$ cat src/rtl/draw_scheduler.sv
// Purpose: queues draw requests and issues them one at a time to the framebuffer copy
//          engine, interleaving one full-screen refresh per frame tick.
// Latency: a request pushed in cycle N produces go in cycle N+2 at the earliest.
//          At least two cycles separate copy_finished from the next go/refresh.
// Backpressure: req_ready falls when the FIFO holds DEPTH entries; the engine
//          paces issue through copy_finished.
//
// Ports:
//   clk, reset_n            clock, synchronous active-low reset
//   req_valid/req_ready     request handshake
//   req_x/y/mem/tile/black  request fields
//   frame_tick              one pulse per frame; requests a refresh
//   copy_finished           engine done pulse
//   go / refresh            one-cycle start pulses to the engine (never together)
//   X/Y/memory_select/tile_select/black   held command fields
//   busy                    an engine operation is outstanding
//   frame_done              pulses the cycle after a refresh completes
//   frame_dropped           pulses when a tick arrives with a refresh already pending
//   count                   FIFO occupancy
module draw_scheduler #(
    parameter int DEPTH     = 16,
    parameter int ADDR_W    = 4,
    parameter int MAX_DEFER = 8
) (
    input  logic              clk,
    input  logic              reset_n,
    input  logic              req_valid,
    output logic              req_ready,
    input  logic [8:0]        req_x,
    input  logic [7:0]        req_y,
    input  logic [1:0]        req_mem,
    input  logic [3:0]        req_tile,
    input  logic              req_black,
    input  logic              frame_tick,
    input  logic              copy_finished,
    output logic              go,
    output logic              refresh,
    output logic [8:0]        X,
    output logic [7:0]        Y,
    output logic [1:0]        memory_select,
    output logic [3:0]        tile_select,
    output logic              black,
    output logic              busy,
    output logic              frame_done,
    output logic              frame_dropped,
    output logic [ADDR_W:0]   count
);

    localparam int DEFER_W = $clog2(MAX_DEFER + 1);
    localparam logic [ADDR_W:0]    DEPTH_C     = DEPTH[ADDR_W:0];
    localparam logic [DEFER_W-1:0] MAX_DEFER_C = MAX_DEFER[DEFER_W-1:0];

    typedef enum logic [2:0] {
        IDLE,
        ISSUE_DRAW,
        ISSUE_REFRESH,
        WAIT_DONE,
        GAP
    } state_t;

    state_t state, state_nxt;

    logic [23:0]        fifo_mem [DEPTH];
    logic [ADDR_W-1:0]  wr_ptr;
    logic [ADDR_W-1:0]  rd_ptr;
    logic [ADDR_W:0]    count_q;
    logic [23:0]        cmd_q;
    logic               refresh_pending;
    logic               is_refresh;
    logic [DEFER_W-1:0] defer_cnt;
    logic               push;
    logic               pop;
    logic               take_refresh;

    assign req_ready = (count_q < DEPTH_C);
    assign push      = req_valid & req_ready;
    assign count     = count_q;

    // A pending refresh goes first when there is nothing to draw, or once the
    // queue has been allowed MAX_DEFER draws ahead of it.
    assign take_refresh = refresh_pending & ((count_q == '0) | (defer_cnt >= MAX_DEFER_C));

    always_ff @(posedge clk) begin
        if (!reset_n) begin
            state <= IDLE;
        end else begin
            state <= state_nxt;
        end
    end

    always_comb begin
        state_nxt = state;
        pop       = 1'b0;
        case (state)
            IDLE: begin
                if (take_refresh) begin
                    state_nxt = ISSUE_REFRESH;
                end else if (count_q != '0) begin
                    pop       = 1'b1;
                    state_nxt = ISSUE_DRAW;
                end
            end
            ISSUE_DRAW:    state_nxt = WAIT_DONE;
            ISSUE_REFRESH: state_nxt = WAIT_DONE;
            WAIT_DONE:     if (copy_finished) state_nxt = GAP;
            GAP:           state_nxt = IDLE;
            default:       state_nxt = IDLE;
        endcase
    end

    assign go      = (state == ISSUE_DRAW);
    assign refresh = (state == ISSUE_REFRESH);
    assign busy    = (state != IDLE);

    // Storage needs no reset: only entries below count are ever read.
    always_ff @(posedge clk) begin
        if (push) begin
            fifo_mem[wr_ptr] <= {req_x, req_y, req_mem, req_tile, req_black};
        end
    end

    always_ff @(posedge clk) begin
        if (!reset_n) begin
            wr_ptr  <= '0;
            rd_ptr  <= '0;
            count_q <= '0;
            cmd_q   <= '0;
        end else begin
            if (push) wr_ptr <= wr_ptr + 1'b1;
            if (pop)  rd_ptr <= rd_ptr + 1'b1;
            if (pop)  cmd_q  <= fifo_mem[rd_ptr];
            case ({push, pop})
                2'b10:   count_q <= count_q + 1'b1;
                2'b01:   count_q <= count_q - 1'b1;
                default: count_q <= count_q;
            endcase
        end
    end

    assign X             = cmd_q[23:15];
    assign Y             = cmd_q[14:7];
    assign memory_select = cmd_q[6:5];
    assign tile_select   = cmd_q[4:1];
    assign black         = cmd_q[0];

    always_ff @(posedge clk) begin
        if (!reset_n) begin
            refresh_pending <= 1'b0;
            defer_cnt       <= '0;
            is_refresh      <= 1'b0;
            frame_done      <= 1'b0;
            frame_dropped   <= 1'b0;
        end else begin
            // A tick in the issue cycle re-arms pending: the tick wins over the clear.
            if (frame_tick) begin
                refresh_pending <= 1'b1;
            end else if (state == ISSUE_REFRESH) begin
                refresh_pending <= 1'b0;
            end

            if (state == ISSUE_REFRESH) begin
                defer_cnt <= '0;
            end else if ((state == ISSUE_DRAW) && refresh_pending && (defer_cnt < MAX_DEFER_C)) begin
                defer_cnt <= defer_cnt + 1'b1;
            end

            if (state == ISSUE_REFRESH) begin
                is_refresh <= 1'b1;
            end else if (state == ISSUE_DRAW) begin
                is_refresh <= 1'b0;
            end

            frame_done    <= (state == WAIT_DONE) & copy_finished & is_refresh;
            frame_dropped <= frame_tick & refresh_pending;
        end
    end

endmodule

$ cat config.mk
export PLATFORM = sky130hd
export DESIGN_NAME = draw_scheduler
export DESIGN_NICKNAME = d
export VERILOG_FILES = /design/src/rtl/draw_scheduler.sv
export SDC_FILE = /design/constraint.sdc
export NUM_CORES = 1
export LEC_CHECK = 0
export CAP_MARGIN = 20
export CORE_MARGIN = 2
export CORE_UTILIZATION = 60
export DETAILED_ROUTE_END_ITERATION = 10
export HOLD_SLACK_MARGIN = 0.1
export PLACE_DENSITY = 0.75
export SLEW_MARGIN = 20
export SYNTH_ARGS = -nofsm -noshare
export SYNTH_HDL_FRONTEND = slang
export SYNTH_SLANG_ARGS = --single-unit
export TNS_END_PERCENT = 10
$ cat constraint.sdc
create_clock -name clk -period 4.2 [get_ports clk]
set_input_delay 0.63 -clock clk [delete_from_list [all_inputs] [get_ports clk]]
set_output_delay 0.63 -clock clk [all_outputs]
set_load 0.02 [all_outputs]
# [Yosys cells after proc, flatten, opt, wreduce, memory -nomap -nowiden]
# Memories as Yosys holds them, arrays and structs flattened. A register that Yosys moved wholly into a read port is not among the register bits.
# Index checks and enable logic that the tools add are counted.
# Widths: inputs -> output; s select.
[op_classes] addsub=5 n_lt_le_gt_ge=3 eq_ne=7 n_mux=14 n_bitwise=7 n_reduce_logical=13
[op_table] operator="$add 4x1->4 const B" count=3
[op_table] operator="$pmux 5 s2" count=1
[op_table] operator="$mux 1" count=9
[op_table] operator="$mux 3" count=3
[op_table] operator="$pmux 3 s3" count=1
[op_table] operator="$eq 3x2->1 const B" count=2
[op_table] operator="$reduce_bool 2->1" count=3
[op_table] operator="$add 5x1->5 const B" count=1
[op_table] operator="$and 1x1->1" count=5
[op_table] operator="$logic_not 5->1" count=1
[op_table] operator="$lt 5x5->1 const B" count=1
[op_table] operator="$reduce_bool 5->1" count=1
[op_table] operator="$sub 5x1->5 const B" count=1
[op_table] operator="$ge 4x4->1 const B" count=1
[op_table] operator="$lt 4x4->1 const B" count=1
[op_table] operator="$reduce_or 2->1" count=2
[op_table] operator="$eq 3x1->1 const B" count=1
[op_table] operator="$logic_not 3->1" count=1
[op_table] operator="$ne 3x3->1 const B" count=1
[op_table] operator="$reduce_bool 3->1" count=1
[op_table] operator="$eq 2x1->1 const B" count=1
[op_table] operator="$eq 2x2->1 const B" count=1
[op_table] operator="$logic_and 1x1->1" count=2
[op_table] operator="$ne 2x2->1 const B" count=1
[op_table] operator="4 further kinds" count=4
[word_totals] regBits=24 ram_bits=384 input_bits=29 word_cells=59 mem_count=1
[mem_list] name="fifo_mem" words=16 word_bits=24 read_ports=1 rd_clocked_by_memory_dff=1 write_ports=1 line_no="63" rtl="logic [23:0] fifo_mem [DEPTH];"

# [Logic depth before layout (Yosys ltp)]
# Gate-level depths: netlist of run 1.
[depth] depth_word=7 mapped_depth=10 mapped_depth_nobuf=8

# [Worst setup path before layout of run 1]
# Ideal clock, no wire load.
[synth_timing] kind="input port to flip-flop" start="input req_valid" end="memory fifo_mem[3][0], enable pin" setup_time_ns=0.435 arrival_ns=2.864 required_ns=3.765 slack_ns=0.901 stages=4 n_path_buf=1 path_cell_list="nor2b_1 -> clkbuf_1 -> nand2_1 -> nor3_1"
[synth_via] elab_chain_len=3
[synth_rtl] item="start: declaration" line_no="27" rtl="input logic req_valid,"
[synth_rtl] item="$and 1x1->1" line_no="76" rtl="assign push = req_valid & req_ready;"
[synth_rtl] item="$mux 1" line_no="117" rtl="if (push) begin"
[synth_rtl] item="$mux 1 (not written as such)" line_no="118" rtl="fifo_mem[wr_ptr] <= {req_x, req_y, req_mem, req_tile, req_black};"
[synth_rtl] item="end: declaration" line_no="63"
# No other way between the ends.

# [Worst setup path after layout of run 1]
[layout_timing] start="register count_q[0], in the netlist count[0]" end="register count_q[4], in the netlist count[4]"
[layout_via] elab_chain_len=7
[layout_rtl] item="start: declaration" line_no="66" rtl="logic [ADDR_W:0] count_q;"
[layout_rtl] item="start signal: assignment" line_no="133" rtl="2'b10: count_q <= count_q + 1'b1;"
[layout_rtl] item="start signal: assignment" line_no="134" rtl="2'b01: count_q <= count_q - 1'b1;"
[layout_rtl] item="start signal: assignment" line_no="135" rtl="default: count_q <= count_q;"
[layout_rtl] item="$logic_not 5->1" line_no="81" rtl="assign take_refresh = refresh_pending & ((count_q == '0) | (defer_cnt >= MAX_DEFER_C));"
[layout_rtl] item="$or 1x1->1" line_no="81"
[layout_rtl] item="$and 1x1->1" line_no="81"
[layout_rtl] item="$mux 1" line_no="96" rtl="if (take_refresh) begin"
[layout_rtl] item="$mux 1" line_no="94" rtl="case (state)"
[layout_rtl] item="$eq 2x1->1 or $eq 2x2->1 (tied branches)" line_no="132" rtl="case ({push, pop})"
[layout_rtl] item="$pmux 5 s2 or $reduce_bool 2->1 (tied branches)"
# Parallel ways exist; a longest one is shown, timed or not.
# A chain may end at the register's enable or synchronous reset.

==> flow_summary.yaml, run 1 <==
sta:
  tightest_slew_ns: 1.05
  rsz0062_at_grt: "no"
  finClkSkew_ns: 0.0200
  finalSetupTns_ns: 0
  period_needed_ns: 2.74
  fmax_mhz: 365
  relSlewSlack: 0.299
  finalSetupViolations: 0
  timing.final.hold_violations: 0
  fin_crit_sh: 0.653
  maxSlewViolCount: 0
final_layout:
  nFillCells: 1700
  drive_gt1_frac: 0.105
  nets: 1102
  mostFrequentLayoutCells: "edfxtp_1, mux2i_1, o22ai_1"
  area_growth_pct: 15.1
  layout_commonest_cell: "edfxtp_1"
  fin_util: 0.707
yosys:
  syn_avg_cell_area_um2: 16.9
  synthArstFlopShare: 0
  synth.top_cell.area_share: 0.695
  synthTopCellsByArea: "edfxtp_1, mux2i_1, dfxtp_1"
  ys_types: 39
  synth_nets: 1021
  synthFlopType: "edfxtp_1"
  postSynthCellCount: 980
  seq_area_frac_synth: 0.752
  ys_seq_elements: 432
  synth_edf_count: 384
  syn-cell-area_um2: 16600
  synth_largest_area_cell: "edfxtp_1"
  synth_warnings: 0
flow_run:
  maxCapViolCount: 0
global_routing:
  grt_pass1_vias: 8854
  grt_overflow: 0
  track_usage: 0.246
  grt_first_pass_wirelength_um: 52900
  grt_max_degree: 52
  grt_antenna_before_repair: 2
worst_setup_path:
  required_ns: 4.65
  start_kind: "register"
  reg2reg_from: "count[0]"
  reg2reg_to: "count[4]"
  r2r_setup_slack_ns: 1.46
  worstSetupPathType: "reg -> reg"
  crit_arrival_ns: 3.19
  worstPathMaxFanout: 6
  reg2reg_depth: 8
  endpoint_kind: "register"
floorplanning:
  fp.dieH_um: 170
  die-area_um2: 29000
  start_util: 0.614
  die_w_um: 170
  pin_count: 64
  coreArea_um2: 27000
  rows: 60
route:
  vias: 9009
  drt_iter0_markers: 1074
  drc_errors: 0
  wire_per_inst_um: 24.3
  ant_nets: 0
  finalWirelength_um: 34900
  dr.pass1.iters: 5
  drt-vias-per-instance: 6.27
power_and_ir_drop:
  vdd_drop_max_v: 0.000400
  leakage_nw: 5.97
  p_per_area_nw_per_um2: 576
hold_path:
  hold_end: "frame_done"
  whs_path_depth: 1
  min_from: "is_refresh"
  min_path_type: "reg -> reg"
clock_network:
  cts_resized: 0
  cts_root_buf: "clkbuf_16"
  cts_tree: "done"
  insertion_delay_ns: 0.53
  cts_buffers: 42
  postCtsSetupBuffers: 0
  cts.sinks: 432
  htree_levels: 2
  clkSlewWorstSetupHoldPaths_ns: 0.06
  holdBufCountCts: 0
  cts_buffer_depth: 3
place:
  portBuffers: 63
  dp_hpwl_um: 20900
  gp_congestion: 0.803
run_status:
  status: "completed"
## layer usage
layer  track usage  routed length (um)  vias up
met1         0.343               14700     4547
met2         0.410               17200      360
li1              -                   -     4051
met3        0.0384                2280       51
met4        0.0673                 675        0
met5             0                   0        -
## cell type report
cell class              instances  area (um2)  share of cell area
diodes                          1        2.50            0.000131
clock buffers                  71        1280              0.0670
inverters                       8        30.0             0.00157
repair buffers                 97         931              0.0487
well taps                     341         427              0.0223
clock inverters                 6        83.8             0.00439
multi-input cells             480        3860               0.202
flip-flops and latches        432       12500               0.654
## where the power goes
part | total [mW] | switching, mW | internal [mW] | leakage [nW]
combinational | 2.22 | 1.29 | 0.928 | 1.44
clock | 3.68 | 1.49 | 2.20 | 0.668
sequential | 5.11 | 0.168 | 4.95 | 3.86
total | 11.0 | 2.95 | 8.07 | 5.97
## worst max-delay path, cell delays in order, from the launching register on
cell and delay, ns:
dfxtp_1 0.37, or4_4 0.58, o21a_2 0.22, ha_1 0.27
fa_1 0.43, a21o_1 0.20, a21oi_1 0.18, mux2i_1 0.24
mux2i_1 0.19
## registers in the layout (all words and copies together), names as in the netlist, 3 cells and up
| register | cells |
|---|---|
| defer_cnt | 4 |
| cmd_q | 24 |
| state | 3 |
| count | 5 |
| rd_ptr | 4 |
| fifo_mem | 384 |
| wr_ptr | 4 |
## stage by stage
step	area (um2)	hold WS, ns	power, mW	setup WS (ns)	cells
finish	19100	0.448	11.0	1.46	1436
global route	19100	0.488	11.4	1.31	1436
CTS	19100	0.449	11.1	1.45	1435
detailed placement	17700	0.436	7.41	1.18	1358
global placement	17700	0.430	7.36	1.19	1358
floorplan	16600	0.421	6.71	0.901	980
## cells in the mapped netlist (all sizes together), types with 10 or more instances
cell	n
edfxtp	384
mux2i	197
o22ai	96
dfxtp	48
buf	41
a21oi	28
o21ai	26
nor4	24
clkbuf	19
nor2	19
ha	11
and2	10
nor2b	10
## worst max path at each step
| stage | from | to | slack, ns | cells past startpoint |
|---|---|---|---|---|
| 4_1_cts | count[0] | count[4] | 1.45 | 8 |
| 5_1_grt | count[0] | count[4] | 1.31 | 8 |
| 3_3_place_gp | req_valid | count[4] | 1.19 | 10 |
| 6_report | count[0] | count[4] | 1.46 | 8 |
| 2_1_floorplan | req_valid | fifo_mem[3][0] | 0.90 | 4 |
| 3_5_place_dp | req_valid | count[4] | 1.18 | 10 |
## logic make-up (layout without fill, tap and decap cells)
group           Yosys count  after routing  share of synthesized area
buf+inv                  68            182                     0.0215
xor+xnor                 11             11                    0.00580
simple gates             98             98                     0.0337
flops                   432            432                      0.752
mux                     197            197                      0.119
compound gates          162            162                     0.0583
other cells               0              1                          0
fa+ha+maj                12             12                    0.00950
(Power assumes the default switching activity.)
==> run 2, diff against run 1 <==
==> constraint.sdc (replaced) <==
create_clock -name clk -period 2.9 [get_ports clk]
set_input_delay 0.435 -clock clk [delete_from_list [all_inputs] [get_ports clk]]
set_output_delay 0.435 -clock clk [all_outputs]
set_load 0.02 [all_outputs]
==> run 2 against run 1 <==
Core utilization is 0.45 points higher. Via count is 1.4% lower. Critical path depth stayed put. Sequential share of layout area is 0.42 points lower. Global-route usage is 0.78 points lower. Clock-buffer cell count is 9 lower. Power is 43% higher. Final area is 0.64% higher. Setup slack worse by 1.2 ns. Sequential power is 44% higher. Combinational power is 43% higher. Register-to-register slack worse by 1.2 ns. Critical endpoint unchanged. Highest routed layer unchanged.
==> flow_summary.yaml, run 2 (synthesis results as in run 1) <==
final_layout:
  largest_reg_flops: 384
  regMostFlops: "fifo_mem"
  fin_util: 0.712
  nets: 1116
  area_growth_pct: 15.9
  layout.cells.non_filler: 1448
  layout_commonest_cell: "edfxtp_1"
  mostFrequentLayoutCells: "edfxtp_1, mux2i_1, o22ai_1"
  drive_gt1_frac: 0.114
  nFillCells: 1662
hold_path:
  min_path_type: "reg -> reg"
clock_network:
  htree_levels: 2
  clkSlewWorstSetupHoldPaths_ns: 0.06
  cts_resized: 0
  cts_tree: "done"
  cts_buffer_depth: 3
  postCtsSetupBuffers: 0
  insertion_delay_ns: 0.53
  holdBufCountCts: 0
  cts_buffers: 42
  cts_root_buf: "clkbuf_16"
  cts.sinks: 432
route:
  dr.pass1.iters: 5
  drt-vias-per-instance: 6.13
  wire_per_inst_um: 23.3
  vias: 8879
  ant_nets: 0
  finalWirelength_um: 33800
  drt_iter0_markers: 810
  drc_errors: 0
sta:
  tightest_slew_ns: 0.678
  fin_crit_sh: 0.922
  rsz0062_at_grt: "no"
  finalSetupTns_ns: 0
  maxSlewViolCount: 0
  timing.final.hold_violations: 0
  finalSetupViolations: 0
  holdWs_ns: 0.456
  fmax_mhz: 374
  relSlewSlack: 0.548
  finClkSkew_ns: 0.0136
  period_needed_ns: 2.67
floorplanning:
  start_util: 0.614
  coreArea_um2: 27000
  pin_count: 64
  die_w_um: 170
  die-area_um2: 29000
  fp.dieH_um: 170
  rows: 60
global_routing:
  track_usage: 0.238
  grt_first_pass_wirelength_um: 51200
  grt_antenna_before_repair: 0
  grt_max_degree: 88
  grt_pass1_vias: 8869
  grt_overflow: 0
place:
  gp_congestion: 0.779
  portBuffers: 63
  dp_hpwl_um: 19300
  place_inst: 1372
worst_setup_path:
  path_common_cell: "mux2i_1"
  worstPathMaxFanout: 6
  required_ns: 3.36
  path_cells: "or4_4, o21a_2, ha_1, fa_1, a21o_1, a21oi_1, mux2i_1, mux2i_1"
  start_kind: "register"
  crit_path_max_incr_delay_ns: 0.56
  worstSetupPathType: "reg -> reg"
  slowest_stage: "or4_4"
  endpoint_kind: "register"
  crit_arrival_ns: 3.13
power_and_ir_drop:
  p_per_area_nw_per_um2: 820
  leakage_nw: 6.03
  p_total_mw: 15.8
  vdd_drop_max_v: 0.000577
flow_run:
  maxCapViolCount: 0
run_status:
  status: "completed"
run 2: changes by cell type in the layout (fill, tap and decap cells not counted):
cell       before  now
buf_12          4    7
buf_4          30   41
clkbuf_1       18   14
clkbuf_8       10    5
nor3_4          0    1
clkinv_4        0    1
nor3_2          4    3
bufinv_16       2    3
clkinv_1        0    5
run 2: metal layers:
metal | GRT usage | part of all wire
met2 | 0.402 | 0.50
met4 | 0.0706 | 0.022
met3 | 0.0351 | 0.059
met1 | 0.327 | 0.42
met5 | 0 | 0
run 2: critical path, delay by kind of cell (launching register included):
kind | cells | cell delay, ns
AO/OA/AOI/OAI | 3 | 0.59
adder cells (fa/ha/maj) | 2 | 0.70
flip-flops | 1 | 0.31
multiplexers | 2 | 0.43
AND/OR/NAND/NOR | 1 | 0.56
run 2: worst paths after layout:
path / from / cells after the start / endpoint / slack, ns
worst max-delay path: count[0] / 8 / count[4] / 0.23
worst min-delay path: is_refresh / 1 / frame_done / 0.46
worst max register to register: count[0] / 8 / count[4] / 0.23
worst min register to register: is_refresh / 1 / frame_done / 0.46
run 2: area by class of cell:
type / instances / area (um2) / area share
sequential: 432 / 12500 / 0.650
clock inverter: 13 / 141 / 0.00735
antenna: 1 / 2.50 / 0.000130
inverter: 8 / 30.0 / 0.00156
timing repair buffer: 111 / 1070 / 0.0558
tap: 341 / 427 / 0.0222
multi-input combinational: 480 / 3870 / 0.201
clock buffer: 62 / 1200 / 0.0622
run 2: report_power, final:
group          total, mW  internal (mW)  leakage (nW)  switching (mW)
registers           7.34           7.16          3.86           0.180
clock network       5.26           3.12         0.653            2.14
logic               3.17           1.32          1.52            1.85
run 2: per-stage QoR:
stage	worst slack [ns]	cell area [um2]
2_1_floorplan	-0.170	16600
3_3_place_gp	0.199	17900
3_5_place_dp	0.199	17900
4_1_cts	0.212	19200
5_1_grt	0.0676	19200
6_report	0.228	19200
==> run 3, diff against run 2 <==
==> constraint.sdc (replaced) <==
create_clock -name clk -period 2.6 [get_ports clk]
set_input_delay 0.39 -clock clk [delete_from_list [all_inputs] [get_ports clk]]
set_output_delay 0.39 -clock clk [all_outputs]
set_load 0.02 [all_outputs]
==> run 3 against run 2 <==
Combinational power up 18%. Final area grew 0.95%. Cell count grew 0.62%. First-iteration DRC count down 5.3%. Sequential power up 12%. Power increased by 14%. Fmax up 8.2%. Via count increased by 1.1%. Sequential share of layout area fell by 0.61 points. Hold slack worse by 0.14 ns. Clock skew increased by 0.0036 ns.
==> flow_summary.yaml, run 3 (synthesis results as in run 1) <==
final_layout:
  nets: 1126
  mostFrequentLayoutCells: "edfxtp_1, mux2i_1, o22ai_1"
  drive_gt1_frac: 0.129
  fin_util: 0.719
  area_growth_pct: 17.0
  layout.cells.non_filler: 1457
  regMostFlops: "fifo_mem"
  layout_commonest_cell: "edfxtp_1"
  largest_reg_flops: 384
  diodes: 0
sta:
  tightest_slew_ns: 0.678
  holdWs_ns: 0.317
  setup_ws_ns: 0.129
  fmax_mhz: 405
  timing.final.hold_violations: 0
  finalSetupViolations: 0
  period_needed_ns: 2.47
  finClkSkew_ns: 0.0172
  maxSlewViolCount: 0
  fin_crit_sh: 0.950
  rsz0062_at_grt: "no"
  finalSetupTns_ns: 0
  relSlewSlack: 0.544
worst_setup_path:
  crit_start: "count[0]"
  reg2reg_to: "count[4]"
  worstSetupPathType: "reg -> reg"
  start_kind: "register"
  reg2reg_depth: 8
  endpoint_kind: "register"
  r2r_setup_slack_ns: 0.13
  reg2reg_from: "count[0]"
  worstPathMaxFanout: 4
  crit_arrival_ns: 2.92
  required_ns: 3.05
floorplanning:
  die-area_um2: 29000
  start_util: 0.614
  coreArea_um2: 27000
  fp.dieH_um: 170
  pin_count: 64
  rows: 60
  die_w_um: 170
route:
  top_layer_used: "met4"
  dr_wl_met2_um: 16800
  vias: 8980
  finalWirelength_um: 34400
  dr.pass1.iters: 4
  drt-vias-per-instance: 6.16
  route.met3.wl_um: 2050
  drt_iter0_markers: 767
  wire_per_inst_um: 23.6
  ant_nets: 0
  drc_errors: 0
  wl_met1_um: 14400
clock_network:
  cts_tree: "done"
  clkSlewWorstSetupHoldPaths_ns: 0.06
  cts_buffer_depth: 3
  insertion_delay_ns: 0.54
  cts_root_buf: "clkbuf_16"
  cts_resized: 1
  cts.sinks: 432
  cts_buffers: 42
  holdBufCountCts: 0
  postCtsSetupBuffers: 0
  htree_levels: 2
place:
  gp_congestion: 0.800
  place_ws_ns: -0.0186
  dp_hpwl_um: 20400
  portBuffers: 63
  place_inst: 1382
global_routing:
  grt_antenna_before_repair: 1
  grt_first_pass_wirelength_um: 52600
  grt_pass1_vias: 9103
  grt_max_degree: 52
  grt_overflow: 0
  track_usage: 0.245
hold_path:
  min_path_type: "in -> reg"
  whs_path_depth: 2
  hold_end: "state[0]"
  min_from: "reset_n"
power_and_ir_drop:
  p_seq_frac: 0.456
  power_frac_comb: 0.207
  p_per_area_nw_per_um2: 927
  pwr-share-clk: 0.337
  switching_power_mw: 4.76
  p_sw_frac: 0.264
  vdd_drop_max_v: 0.000647
  power.internal_mw: 13.2
  leakage_nw: 6.13
run_status:
  status: "completed"
flow_run:
  maxCapViolCount: 0
-- run 3: changes by cell type in the layout (fill, tap and decap cells not counted), sizes merged --
cell,before,now
clkinv,9,14
diode,1,0
clkbuf,62,56
buf,49,59
bufinv,3,4
-- run 3: per-layer routing --
metal  up-vias  track usage
met5         -            0
met4         0       0.0966
met3        75       0.0421
met2       305        0.407
met1      4512        0.325
li1       4088            -
-- run 3: critical path, cell delays in order, from the launching register on --
cell and delay [ns]:
dfxtp_1 0.31, or4_4 0.54, o21a_2 0.24, ha_4 0.18, fa_2 0.34, a21o_1 0.19, a21oi_2 0.15, mux2i_1 0.24
mux2i_1 0.21
-- run 3: layout make-up --
class / count / area, um2
clock buffer: 56 / 1200
clock inverter: 19 / 188
fill: 1656 / 7600
inverter: 8 / 30.0
multi-input combinational: 480 / 3890
sequential: 432 / 12500
tap: 341 / 427
timing repair buffer: 121 / 1190
-- run 3: per-stage QoR --
step / power [mW] / cell area [um2]
6_report: 18.0 / 19400
5_1_grt: 18.7 / 19400
4_1_cts: 18.1 / 19400
3_5_place_dp: 12.0 / 18000
3_3_place_gp: 11.9 / 18000
2_1_floorplan: 10.8 / 16600
-- run 3: power groups by stage --
stage	Combinational [mW]	Sequential (mW)	Clock (mW)
floorplan	2.37	8.47	0
global placement	3.60	8.33	0
detailed placement	3.68	8.36	0
CTS	3.72	8.21	6.14
global route	4.05	8.25	6.42
finish	3.73	8.21	6.06
-- run 3: how the worst max path moves through the flow --
stage                           endpoint  slack [ns]  cells after the start
after floorplan           fifo_mem[0][0]       -0.47                      4
after global placement          count[4]        0.02                      9
after detailed placement        count[4]       -0.02                      9
after CTS                       count[4]        0.03                      8
after global routing            count[4]       0.005                      8
final                           count[4]        0.13                      8
